--- config.mk ---
export PLATFORM = sky130hd
export DESIGN_NAME = fft_frame_loader
export DESIGN_NICKNAME = d
export VERILOG_FILES = /design/src/rtl/fft_frame_loader.sv
export SDC_FILE = /design/constraint.sdc
export NUM_CORES = 1
export LEC_CHECK = 0
export ABC_CLOCK_PERIOD_IN_PS = 5750
export BUFFER_PORTS_ARGS = -buffer_cell sky130_fd_sc_hd__buf_2
export CORE_UTILIZATION = 30
export DETAILED_ROUTE_END_ITERATION = 10
export GPL_TIMING_DRIVEN = 0
export HOLD_SLACK_MARGIN = 0.06
export SLEW_MARGIN = 20
export SYNTH_ARGS = -nofsm -noshare
export SYNTH_HDL_FRONTEND = slang
export SYNTH_SLANG_ARGS = --single-unit
--- constraint.sdc ---
create_clock -name CLK -period 5.75 [get_ports CLK]
set_input_delay 0.575 -clock CLK [delete_from_list [all_inputs] [get_ports CLK]]
set_output_delay 0.575 -clock CLK [all_outputs]
set_load 0.05 [all_outputs]
--- src/rtl/fft_frame_loader.sv ---
// Frame loader for FFT_TOP: packs N streamed samples into a parallel frame,
// raises ENABLE and holds the frame frozen until FFT_FINISH comes back.
module fft_frame_loader #(
    parameter int N           = 8,
    parameter int DATA_W      = 16,
    parameter bit BIT_REVERSE = 1'b0
) (
    input  logic                  CLK,
    input  logic                  nRESET,
    input  logic                  s_valid,
    input  logic [DATA_W-1:0]     s_data,
    output logic                  s_ready,
    input  logic                  flush,
    output logic [N*DATA_W-1:0]   signal_in_time,
    output logic                  ENABLE,
    input  logic                  FFT_FINISH,
    output logic [15:0]           frame_cnt
);

    // state | meaning
    // FILL  | accepting samples into the frame, ENABLE low
    // BUSY  | frame complete and frozen, ENABLE high until FFT_FINISH

    localparam int IDX_W = (N > 1) ? $clog2(N) : 1;

    typedef enum logic {
        FILL = 1'b0,
        BUSY = 1'b1
    } state_t;

    state_t               state;
    state_t               state_nxt;
    logic [IDX_W-1:0]     idx;
    logic [IDX_W-1:0]     idx_nxt;
    logic [IDX_W-1:0]     slot;
    logic                 ready_q;
    logic                 accept;
    logic                 last;
    logic [DATA_W-1:0]    frame_q [N];

    function automatic logic [IDX_W-1:0] bitrev(input logic [IDX_W-1:0] v);
        logic [IDX_W-1:0] r;
        for (int b = 0; b < IDX_W; b++) begin
            r[b] = v[IDX_W-1-b];
        end
        return r;
    endfunction

    // flush wins over a simultaneous accept
    assign accept = (state == FILL) && ready_q && s_valid && !flush;
    assign last   = accept && (idx == IDX_W'(N - 1));
    assign slot   = BIT_REVERSE ? bitrev(idx) : idx;

    always_ff @(posedge CLK or negedge nRESET) begin
        if (!nRESET) begin
            state <= FILL;
        end else begin
            state <= state_nxt;
        end
    end

    always_comb begin
        state_nxt = state;
        case (state)
            FILL: if (last)       state_nxt = BUSY;
            BUSY: if (FFT_FINISH) state_nxt = FILL;
            default:              state_nxt = FILL;
        endcase
    end

    always_comb begin
        ENABLE  = (state == BUSY);
        s_ready = ready_q;
    end

    // registered decode of the upcoming state keeps s_ready off any input path
    always_ff @(posedge CLK or negedge nRESET) begin
        if (!nRESET) begin
            ready_q <= 1'b0;
        end else begin
            ready_q <= (state_nxt == FILL);
        end
    end

    always_comb begin
        idx_nxt = idx;
        if (state == FILL) begin
            if (flush) begin
                idx_nxt = '0;
            end else if (accept) begin
                idx_nxt = last ? '0 : idx + IDX_W'(1);
            end
        end
    end

    always_ff @(posedge CLK or negedge nRESET) begin
        if (!nRESET) begin
            idx <= '0;
        end else begin
            idx <= idx_nxt;
        end
    end

    always_ff @(posedge CLK or negedge nRESET) begin
        if (!nRESET) begin
            for (int j = 0; j < N; j++) begin
                frame_q[j] <= '0;
            end
        end else if (accept) begin
            frame_q[slot] <= s_data;
        end
    end

    for (genvar j = 0; j < N; j++) begin : g_bus
        assign signal_in_time[j*DATA_W +: DATA_W] = frame_q[j];
    end

    always_ff @(posedge CLK or negedge nRESET) begin
        if (!nRESET) begin
            frame_cnt <= '0;
        end else if ((state == BUSY) && FFT_FINISH) begin
            frame_cnt <= frame_cnt + 16'd1;
        end
    end

endmodule

# Word-level counts from Yosys, hierarchy flattened
# Cells that the tools add are included.
dict set report totals {
  register_bits 149
  input_bits 21
  output_inout_bits 146
  word_cells 38
}
dict set report op_classes {
  addsub 2
  order_cmp 2
  n_eq_ne 1
  mux 9
  bitwise 3
  reduce_logical 9
}
# cell count
set op_table {}
lappend op_table {{bitwise mux 128 bit} 1}
lappend op_table {{demux 16 bit (select 3 bit)} 1}
lappend op_table {{adder 16 x 1 -> 16 bit (second input constant)} 1}
lappend op_table {{2-to-1 mux 16 bit} 1}
lappend op_table {{2-to-1 mux 3 bit} 3}
lappend op_table {{logical AND 1 bit} 6}
lappend op_table {{greater-or-equal comparator 4 bit (second input constant)} 1}
lappend op_table {{less-than comparator 4 x 1 -> 1 bit (second input constant)} 1}
lappend op_table {{inverter 3 -> 4 bit} 1}
lappend op_table {{adder 3 x 1 -> 3 bit (second input constant)} 1}
lappend op_table {{equality test 3 bit (second input constant)} 1}
lappend op_table {{2-to-1 mux 1 bit} 2}
lappend op_table {{inverter 1 bit} 2}
lappend op_table {{case mux 1 bit (2 select lines)} 1}
lappend op_table {{AND reduction 2 bit} 1}
lappend op_table {{nonzero test 2 bit} 1}
lappend op_table {{logical NOT 1 bit} 1}

# Logic depth before layout (Yosys ltp)
# Gate-level depths: netlist of run 1.
dict set report logic_depth {
  ltp_word 8
  depth_mapped 7
  ltp_nobuf 5
}

# Worst setup path before layout of run 1
# No wires, ideal clock.
dict set report synth_path {
  path_kind {reg-to-reg}
  from {register state, in the netlist ENABLE}
  to {register frame_q (netlist bit signal_in_time[117])}
  setup_ns 0.125
  t_arrival_ns 2.077
  t_required_ns 5.625
  slack_ns 3.548
  stages_incl_launch_ff 7
  path_buffers 2
  synth_period_minus_slack_ns 2.202
  cell_sequence {dfrtp_1 -> buf_6 -> and3b_2 -> nand3_1 -> nor2_1 -> buf_2 -> mux2_2}
}
dict set report synth_between {
  elab_chain_len 4
}
# item line
set synth_lines {}
lappend synth_lines {{start, declared} 31} ;# state_t state;
lappend synth_lines {{start signal, assigned} 58} ;# state <= state_nxt;
lappend synth_lines {{inverter 1 bit} -}
lappend synth_lines {{logical AND 1 bit (3 in a row)} 50} ;# assign accept = (state == FILL) && ready_q && s_valid && !flush;
lappend synth_lines {{end signal, assigned by index} 110} ;# frame_q[slot] <= s_data;
lappend synth_lines {{end, declared} 39} ;# logic [DATA_W-1:0] frame_q [N];
# Every way passes these cells.
# A chain may end at the register's enable or synchronous reset.

# Final worst setup path of run 1
dict set report layout_path {
  from {register state, in the netlist ENABLE}
  to {register frame_q (netlist bit signal_in_time[124])}
}
# Same word-level chain as after synthesis.

==> out/metrics.cfg, run 1 <==
[global_route]
grt_pass1_wl_um=22700
grt_max_degree=79
grt_pass1_vias=3979
grt_antenna_before_repair=0
grt_use_total=0.152
overflow=0

[worst_setup_path]
critical_path.slowest_cell=nor2_1
reg2reg_from=ENABLE
arrival_ns=2.77
path_class=reg -> reg
cp-startpoint=ENABLE
cp_data_required_time_ns=6.04
cp_cell_sequence=buf_6, and3b_2, nand3_1, nor2_1, buf_2, mux2_2
endpoint_kind=flip-flop
crit_fanout=10
start_kind=flip-flop
slowest_delay_ns=0.59

[sta]
period_needed_ns=2.48
rsz0062_at_grt=false
slew_headroom=0.514
maxSlewViolCount=0
finalCritPeriodShare=0.431
timing.fmax_mhz=404
hold_viol_final=0
setup_viol_count_final=0
skew_ns=0.00763
worstMarginPinSlew_ns=0.727
finalSetupTns_ns=0

[power_and_ir_drop]
irDropWorstVdd_v=0.000233
cellLeakagePower_nw=4.02
power_density_nw_per_um2=424

[finish]
antenna_cells=0
final_cell_area_um2=7580
final_nets=577
drive_above_1_share=0.611
area_growth_syn_to_layout_pct=30.3

[worst_hold_path]
hold_path.class=in -> async

[clock_network]
cts_tree=done
cts.sinks=149
clk_pin_slew_worst_paths_ns=0.06
numCtsBuffers=17
cts.repair.resized=0
cts_buffer_depth=2
clkLatencyLatePin_ns=0.41
htreeDepth=4
postCtsSetupRepairBufs=0
hold_buffers=0
cts_root_buf=clkbuf_16

[placed_design]
placed_area_um2=7010
dp_hpwl_um=9890
finalWeightedCongestion=0.726
io_buffer_count=166

[yosys]
netlist_area_um2=5810
yosys_warnings=0
synth_cells=367
synth_edf_count=0
syn_area_per_cell_um2=15.8
synth_flop_cell=dfrtp_1
synth.distinct_cells=31
ys_seq_elements=149
yosysSeqAreaShare=0.641
ys_async_sr_fraction=1.00
syn_nets=391

[status]
status=complete, no violations

[floorplan]
die_area_um2=19900
die_x_um=141
die_h_um=141
std_cell_rows=50
core_area_um2=18800
initial_utilization=0.309
io_pins=167

[drt]
drt_iter0_markers=95
drt_pass1_iterations=4
routedWlPerCell_um=17.3
drt_wl_total_um=14300
drc_errors=0
num_vias=3737
avgViaCountPerCell=4.52
ant_nets=0

[flow_run]
max-cap-violations=0

[stage by stage]
step / power, mW / hold WS (ns) / utilization / worst slack (ns) / cells
floorplan: 1.93 / 0.279 / - / 3.55 / 367
global placement: 2.15 / 0.458 / 0.370 / 2.04 / 793
detailed placement: 2.17 / 0.460 / 0.372 / 3.16 / 794
CTS: 3.26 / 0.135 / 0.402 / 3.26 / 826
global route: 3.35 / 0.133 / 0.402 / 3.16 / 826
finish: 3.21 / 0.107 / 0.402 / 3.27 / 826
[placed cells by master (no fill, tap or decap), types with 2 or more instances in the layout]
master and count:
buf_2 173, dfrtp_1 149, mux2_2 120, clkbuf_16 17, nand2_1 15, mux2_4 10
nor2_1 9, xnor2_1 9, nand3_1 6, xor2_1 6, clkinvlp_4 5, nor3_1 4
nand4_1 3, o21ai_0 3, ha_1 3, clkinv_2 3, clkbuf_8 3, buf_6 2
clkbuf_1 2, buf_8 2, and4_1 2, and3_1 2, a22oi_1 2, inv_6 2
[power breakdown]
group	internal, mW	switching [mW]	leakage (nW)
sequential	1.19	0.0701	1.97
combinational	0.224	0.661	1.78
clock	0.630	0.436	0.268
[sequential cells by signal, indices dropped and copies added, names as in the netlist]
signal / cells
signal_in_time: 128
frame_cnt: 16
idx: 3
ENABLE: 1
s_ready: 1
[routing by layer]
metal  part of all wire  track usage  vias to the layer above
li1                   -            -                     1679
met1               0.45        0.194                     1938
met2               0.49        0.248                      113
met3              0.055       0.0486                        7
met4             0.0081       0.0383                        0
met5                  0            0                        -
[path summary, 6_finish.rpt]
path | endpoint | slack [ns] | depth (start not counted)
max reg2reg | signal_in_time[124] | 3.27 | 6
max in group asynchronous | signal_in_time[62] | 4.87 | 2
max | signal_in_time[124] | 3.27 | 6
min reg2reg | frame_cnt[15] | 0.47 | 1
min in group CLK | idx[1] | 0.45 | 2
min | frame_cnt[9] | 0.11 | 1
[kinds of logic (layout without fill, tap and decap cells)]
kind of cell,count (synthesis),in the layout,synth area share
simple gates,51,51,0.0506
buf+inv,13,212,0.0146
compound gates,6,6,0.00602
fa+ha+maj,3,3,0.00646
flops,149,149,0.641
xor+xnor,15,15,0.0226
mux,130,130,0.258
[Yosys cell counts, types with 2 or more instances]
cell type,n,area (µm²)
a22oi_1,2,15.0
and3_1,2,12.5
and4_1,2,17.5
buf_2,8,40.0
buf_6,2,22.5
dfrtp_1,149,3730
ha_1,3,37.5
mux2_2,120,1350
mux2_4,10,150
nand2_1,15,56.3
nand3_1,6,30.0
nand4_1,3,18.8
nor2_1,9,33.8
nor3_1,4,20.0
o21ai_0,3,15.0
xnor2_1,9,78.8
xor2_1,6,52.6
[worst max-delay path, delay by kind of cell (launching register included)]
family        cells  cell delay, ns
simple gates      3            0.97
mux               1            0.38
flops             1            0.40
buf+inv           2            0.61
[final cells by class]
class	count	area, µm²
clock inverter	11	100
sequential	149	3730
fill	1796	11300
multi-input combinational	205	2000
buffer	12	81.3
timing repair buffer	167	868
clock buffer	21	470
inverter	1	3.75
tap	260	325
(Power assumes the default switching activity.)
==> run 2, diff against run 1 <==
--- a/config.mk
+++ b/config.mk
@@ -5,7 +5,8 @@
 export SDC_FILE = /design/constraint.sdc
 export NUM_CORES = 1
 export LEC_CHECK = 0
-export ABC_CLOCK_PERIOD_IN_PS = 5750
+export ABC_AREA = 1
+export ABC_CLOCK_PERIOD_IN_PS = 2300
 export BUFFER_PORTS_ARGS = -buffer_cell sky130_fd_sc_hd__buf_2
 export CORE_UTILIZATION = 30
 export DETAILED_ROUTE_END_ITERATION = 10
==> constraint.sdc (replaced) <==
create_clock -name CLK -period 2.3 [get_ports CLK]
set_input_delay 0.23 -clock CLK [delete_from_list [all_inputs] [get_ports CLK]]
set_output_delay 0.23 -clock CLK [all_outputs]
set_load 0.05 [all_outputs]
==> run 2 against run 1 <==
Non-clock buffer count up 13. Clock power rose to 3.0 times the previous value. Register-to-register slack worse by 2.4 ns. Wire length rose by 13%. Sequential power grew to 2.8 times the previous value. Critical endpoint is now signal_in_time[125]. Highest routed layer unchanged.
==> out/metrics.cfg, run 2 <==
[status]
status=complete, no violations

[worst_hold_path]
min_from=FFT_FINISH
hold_path.class=in -> reg

[placed_design]
placed_area_um2=7200  ; +2.7%
finalWeightedCongestion=0.756  ; +4.1%
dp_hpwl_um=11700  ; +18%
dp.cells=988  ; +24%
io_buffer_count=166  ; unchanged

[yosys]
ys_seq_elements=149  ; unchanged
synth_flop_cell=dfrtp_1
synth_fa_ha_area_frac=0.00626  ; -0.000197
netlist_area_um2=6000  ; +3.1%
synthMostInstantiatedCell=dfrtp_1
yosys.area_share.simple=0.166  ; +0.116
synth-xor-area-share=0.0146  ; -0.00799
yosys-top-cells-count=149 x dfrtp_1, 118 x nand2_1, 81 x o21ai_1
synth_edf_count=0  ; unchanged
yosys_warnings=0  ; unchanged
synth_compound_area_frac=0.140  ; +0.134
syn_nets=580  ; +48%
synth_top_family_by_area=simple AND/OR/NAND/NOR gates
yosysTopAreaCell=dfrtp_1
muxShareOfSynthArea=0  ; -0.258
post-synth-top-area-fraction=0.622  ; -0.0195
ys_async_sr_fraction=1.00  ; unchanged
synth.distinct_cells=29  ; -6.5%
synth_area_leaders=dfrtp_1 62%, nand2_1 7.4%, o21ai_1 6.8%
yosysSeqAreaShare=0.622  ; -0.0195
synth_cells=556  ; +51%
syn_area_per_cell_um2=10.8  ; -32%

[worst_setup_path]
crit_buf_inv=2  ; unchanged
endpoint_kind=flip-flop
crit_fanout=10  ; unchanged
path_class=reg -> reg
arrival_ns=1.76  ; -1.01 ns
slowest_delay_ns=0.41  ; -0.18 ns
cp_data_required_time_ns=2.59  ; -3.45 ns
reg2reg_from=ENABLE
critical_path.slowest_cell=dfrtp_1
cp_cell_sequence=inv_2, nand3_4, nor2_8, nand2_2, buf_2, nand2_1, o21ai_1
cp-startpoint=ENABLE
r2r_setup_slack_ns=0.83  ; -2.45 ns
start_kind=flip-flop
crit_family=simple AND/OR/NAND/NOR gates

[drt]
routedWlPerCell_um=15.8  ; -8.9%
drt_wl_total_um=16100  ; +13%
drc_errors=0  ; unchanged
ant_nets=0  ; unchanged
drt_pass1_iterations=4  ; unchanged
num_vias=4561  ; +22%
avgViaCountPerCell=4.47  ; -1.3%
drt_iter0_markers=191  ; +100%

[finish]
area_growth_syn_to_layout_pct=31.5
final_cell_mix=178 x buf_2, 149 x dfrtp_1, 118 x nand2_1
antenna_cells=0  ; unchanged
fill_cells=1991  ; +11%
final_common_cell=buf_2
utilization=0.404  ; +0.00149
largest_register_ffs=128  ; unchanged
final_cell_area_um2=7890  ; +4.1%
final_nets=767  ; +33%
fin_cells=1021  ; +24%
drive_above_1_share=0.417  ; -0.195

[flow_run]
max-cap-violations=0  ; unchanged

[sta]
hold_viol_final=0  ; unchanged
worstMarginPinSlew_ns=0.527  ; -0.199 ns
slew_headroom=0.648  ; +0.135
maxSlewViolCount=0  ; unchanged
skew_ns=0.00740  ; -0.000228 ns
fin_hold_ws_ns=0.191  ; +0.0838 ns
setup_viol_count_final=0  ; unchanged
rsz0062_at_grt=false
finalCritPeriodShare=0.640  ; +0.209
timing.fmax_mhz=680  ; +68%
period_needed_ns=1.47  ; -1.00 ns

[clock_network]
cts.repair.resized=0  ; unchanged
cts_tree=done
cts_buffer_depth=2  ; unchanged
numCtsBuffers=17  ; unchanged
htreeDepth=4  ; unchanged
clkLatencyLatePin_ns=0.42  ; about the same
cts.sinks=149  ; unchanged
clk_pin_slew_worst_paths_ns=0.06  ; about the same
cts_root_buf=clkbuf_16

[floorplan]
initial_utilization=0.307  ; -0.00164
core_area_um2=19500  ; +3.7%
std_cell_rows=51  ; +2.0%
die_x_um=143  ; +1.5%
io_pins=167  ; unchanged
die_h_um=143  ; +1.5%
die_area_um2=20600  ; +3.1%

[power_and_ir_drop]
cellLeakagePower_nw=4.02  ; +0.16%
irDropWorstVdd_v=0.000566  ; +140%
power_density_nw_per_um2=1310  ; +210%
totalPowerFinal_mw=10.3  ; +220%

[global_route]
grt_use_total=0.166  ; +0.0142
grt_pass1_wl_um=25200  ; +11%
grt_max_degree=85  ; +7.6%
grt_pass1_vias=4407  ; +11%
overflow=0  ; unchanged
grt_antenna_before_repair=0  ; unchanged

-- run 2: cell types whose count changed in the layout (fill, tap and decap cells not counted), sizes merged, moves of 5 or more --
cell and delta:
o21ai +113, mux2 -130, bufinv +5, nor2 +25
inv +27, nand2 +136, a21oi +16, buf +12
-- run 2: logic make-up after synthesis --
logic type / after synthesis
simple gates: 207
flops: 149
compound gates: 133
buf+inv: 54
xor+xnor: 10
fa+ha+maj: 3
-- run 2: final timing paths --
| check | cells past startpoint | to |
|---|---|---|
| worst max-delay path | 7 | signal_in_time[125] |
| worst min-delay path | 4 | frame_cnt[1] |
| worst max register to register | 7 | signal_in_time[125] |
| worst min register to register | 2 | signal_in_time[70] |
| max in group asynchronous | 3 | signal_in_time[115] |
| min in group asynchronous | 2 | signal_in_time[79] |
-- run 2: power by group --
part / switching, mW / total, mW / internal (mW)
clock: 1.10 / 3.19 / 2.09
combinational: 2.80 / 3.57 / 0.775
sequential: 0.364 / 3.56 / 3.20
-- run 2: area by class of cell --
class                      count  area (µm²)  share of cell area
sequential                   149        3730               0.473
multi-input combinational    353        1960               0.248
timing repair buffer         168         878               0.111
clock buffer                  20         457              0.0579
tap                          265         332              0.0420
clock inverter                12         224              0.0284
buffer                        24         195              0.0248
inverter                      30         113              0.0143
-- run 2: metal layers --
metal | up-vias | track usage | share of wire
met2 | 126 | 0.257 | 0.46
met1 | 2211 | 0.223 | 0.47
met3 | 19 | 0.0443 | 0.056
met5 | - | 0 | 0
li1 | 2205 | - | -
met4 | 0 | 0.0588 | 0.015
-- run 2: repair_timing --
| item | CTS | global route |
|---|---|---|
| buffers inserted | 0 | 0 |
| hold endpoints to repair | 65 | 0 |
| hold buffers | 1 | 0 |
-- run 2: tightest hold or removal path: cells and delay by family --
kind	cells	cell delay [ns]
and+or+nand+nor	3	0.27
buffers and inverters	1	0.08
-- run 2: metrics by stage --
step | worst slack (ns) | TNS [ns]
floorplan | 0.671 | 0
global placement | -1.26 | -185.30
detailed placement | 0.814 | 0
CTS | 0.800 | 0
global route | 0.681 | 0
finish | 0.829 | 0
==> run 3, diff against run 2 <==
--- a/config.mk
+++ b/config.mk
@@ -6,7 +6,7 @@
 export NUM_CORES = 1
 export LEC_CHECK = 0
 export ABC_AREA = 1
-export ABC_CLOCK_PERIOD_IN_PS = 2300
+export ABC_CLOCK_PERIOD_IN_PS = 1460
 export BUFFER_PORTS_ARGS = -buffer_cell sky130_fd_sc_hd__buf_2
 export CORE_UTILIZATION = 30
 export DETAILED_ROUTE_END_ITERATION = 10
==> constraint.sdc (replaced) <==
create_clock -name CLK -period 1.46 [get_ports CLK]
set_input_delay 0.146 -clock CLK [delete_from_list [all_inputs] [get_ports CLK]]
set_output_delay 0.146 -clock CLK [all_outputs]
set_load 0.05 [all_outputs]
==> run 3 against run 2 <==
Critical path depth did not move. Clock power rose by 43%. Non-clock buffer count rose by 15. Clock skew fell by 0.00076 ns. Via count rose by 1.5%. Die area did not move.
==> out/metrics.cfg, run 3 (synthesis results as in run 2) <==
[finish]
antenna_cells=0  ; unchanged
fill_cells=1976  ; -0.75%
fin_cells=1036  ; +1.5%
regArea_um2=3740  ; +0.34%
drive_above_1_share=0.449  ; +0.0321
final_cell_mix=168 x buf_2, 139 x dfrtp_1, 116 x nand2_1
area_growth_syn_to_layout_pct=35.4
largest_register_ffs=128  ; unchanged
final_nets=782  ; +2.0%
multi_input_area_um2=2030  ; +3.6%
final_common_cell=buf_2

[placed_design]
dp.cells=988  ; unchanged
post-place-ws_ns=-0.0274  ; -0.841 ns
dp_hpwl_um=12000  ; +2.8%
io_buffer_count=166  ; unchanged
finalWeightedCongestion=0.769  ; +1.7%

[sta]
period_needed_ns=1.43  ; -0.0437 ns
finalCritPeriodShare=0.978  ; +0.338
rsz0062_at_grt=true
fin_hold_ws_ns=0.0811  ; -0.110 ns
slew_headroom=0.563  ; -0.0852
setup_viol_count_final=0  ; unchanged
worstMarginPinSlew_ns=0.654  ; +0.127 ns
maxSlewViolCount=0  ; unchanged
skew_ns=0.00664  ; -0.000760 ns
setup_ws_ns=0.0325  ; -0.796 ns
timing.fmax_mhz=701  ; +3.1%
hold_viol_final=0  ; unchanged

[worst_setup_path]
r2r_setup_slack_ns=0.03  ; -0.80 ns
crit_fanout=7  ; -3
reg2reg_from=ENABLE
start_kind=flip-flop
arrival_ns=1.71  ; -0.05 ns
cp_data_required_time_ns=1.75  ; -0.84 ns
cp_cell_sequence=inv_2, nand3_4, nor2_8, nand2_4, buf_2, nand2_1, o21ai_1
ff2ff_path_depth=7  ; unchanged
r2r-end=signal_in_time[121]
path_class=reg -> reg
slowest_delay_ns=0.42  ; about the same
critical_path.slowest_cell=dfrtp_2
endpoint_kind=flip-flop

[clock_network]
htreeDepth=4  ; unchanged
numCtsBuffers=17  ; unchanged
cts_buffer_depth=2  ; unchanged
clk_pin_slew_worst_paths_ns=0.06  ; about the same
cts.sinks=149  ; unchanged
cts_root_buf=clkbuf_16
cts_tree=done
clkLatencyLatePin_ns=0.43  ; about the same

[drt]
routedWlPerCell_um=17.3  ; +9.5%
drc_errors=0  ; unchanged
ant_nets=0  ; unchanged
drt_wl_total_um=17900  ; +11%
avgViaCountPerCell=4.47  ; about the same
num_vias=4628  ; +1.5%
drt_pass1_iterations=4  ; unchanged
drt_iter0_markers=281  ; +47%

[power_and_ir_drop]
seq_power_share=0.350  ; +0.005
irDropWorstVdd_v=0.00135  ; +140%
p_switching_mw=6.90  ; +62%
p_int_mw=9.17  ; +51%
cellLeakagePower_nw=4.16  ; +3.3%
p_clk_frac=0.284  ; -0.025
power_frac_comb=0.366  ; +0.020
netSwitchingFraction=0.429  ; +0.0166
power_density_nw_per_um2=1980  ; +51%

[status]
status=complete, no violations

[floorplan]
core_area_um2=19500  ; unchanged
die_x_um=143  ; unchanged
die_h_um=143  ; unchanged
initial_utilization=0.307  ; unchanged
io_pins=167  ; unchanged
die_area_um2=20600  ; unchanged
std_cell_rows=51  ; unchanged

[global_route]
overflow=0  ; unchanged
grt_max_degree=97  ; +14%
grt_pass1_wl_um=26200  ; +3.9%
grt_use_total=0.179  ; +0.0133
grt_pass1_vias=4184  ; -5.1%
grt_antenna_before_repair=0  ; unchanged

[worst_hold_path]
holdPathStages=4  ; unchanged
min_from=FFT_FINISH
hold_path_end=frame_cnt[1]
hold_path.class=in -> reg

[flow_run]
max-cap-violations=0  ; unchanged

-- run 3: cell count changes in the layout (fill, tap and decap cells not counted), sizes merged --
cell      delta
clkinvlp     -2
bufinv       -3
buf         +15
inv          +1
clkinv       +4
-- run 3: layout make-up --
cell class | instances | area share
inverter | 30 | 0.0139
sequential | 149 | 0.461
clock inverter | 12 | 0.0187
buffer | 24 | 0.0339
multi-input combinational | 353 | 0.250
tap | 265 | 0.0409
clock buffer | 20 | 0.0563
timing repair buffer | 183 | 0.125
-- run 3: what timing repair did --
item,CTS,global route
setup endpoints to repair,49,123
resized for setup,10,36
pin swaps,1,7
endpoints found under the hold margin,53,0
setup buffers,2,10
gates cloned,0,3
hold buffers,1,0
-- run 3: layer usage --
layer,vias to the layer above,global-route usage,part of all wire
li1,2244,-,-
met1,2252,0.247,0.46
met2,113,0.275,0.48
met3,19,0.0410,0.045
met4,0,0.0633,0.016
met5,-,0,0
-- run 3: through the flow --
stage | utilization | total power [mW] | TNS [ns] | cell area (µm²)
3_5_place_dp | 0.369 | 11.4 | -0.263 | 7200
3_3_place_gp | 0.367 | 11.4 | -304.08 | 7170
5_1_grt | 0.416 | 16.7 | -0.889 | 8120
6_report | 0.416 | 16.1 | 0 | 8120
2_1_floorplan | - | 9.90 | -0.000740 | 6000
4_1_cts | 0.403 | 16.0 | -0.140 | 7870
-- run 3: power groups by stage --
stage          clock network, mW  logic, mW  registers, mW
6_report                    4.56       5.89           5.62
5_1_grt                     4.82       6.19           5.72
4_1_cts                     4.65       5.79           5.60
3_5_place_dp                   0       5.77           5.66
3_3_place_gp                   0       5.71           5.64
2_1_floorplan                  0       1.08           8.81
-- run 3: worst max-delay path by stage --
| stage | slack, ns | from | depth (start not counted) | to |
|---|---|---|---|---|
| final | 0.03 | ENABLE | 7 | signal_in_time[121] |
| after global routing | -0.05 | ENABLE | 7 | signal_in_time[28] |
| after CTS | -0.02 | ENABLE | 7 | signal_in_time[115] |
| after detailed placement | -0.03 | ENABLE | 7 | signal_in_time[115] |
| after global placement | -2.30 | nRESET | 1 | s_ready |
| after floorplan | -0.0007 | frame_cnt[4] | 4 | frame_cnt[10] |
-- run 3: worst max-delay path: cells and delay by family (launching register included) --
family / cells / cell delay (ns)
simple gates: 4 / 0.53
flops: 1 / 0.42
buf+inv: 2 / 0.28
compound gates: 1 / 0.05
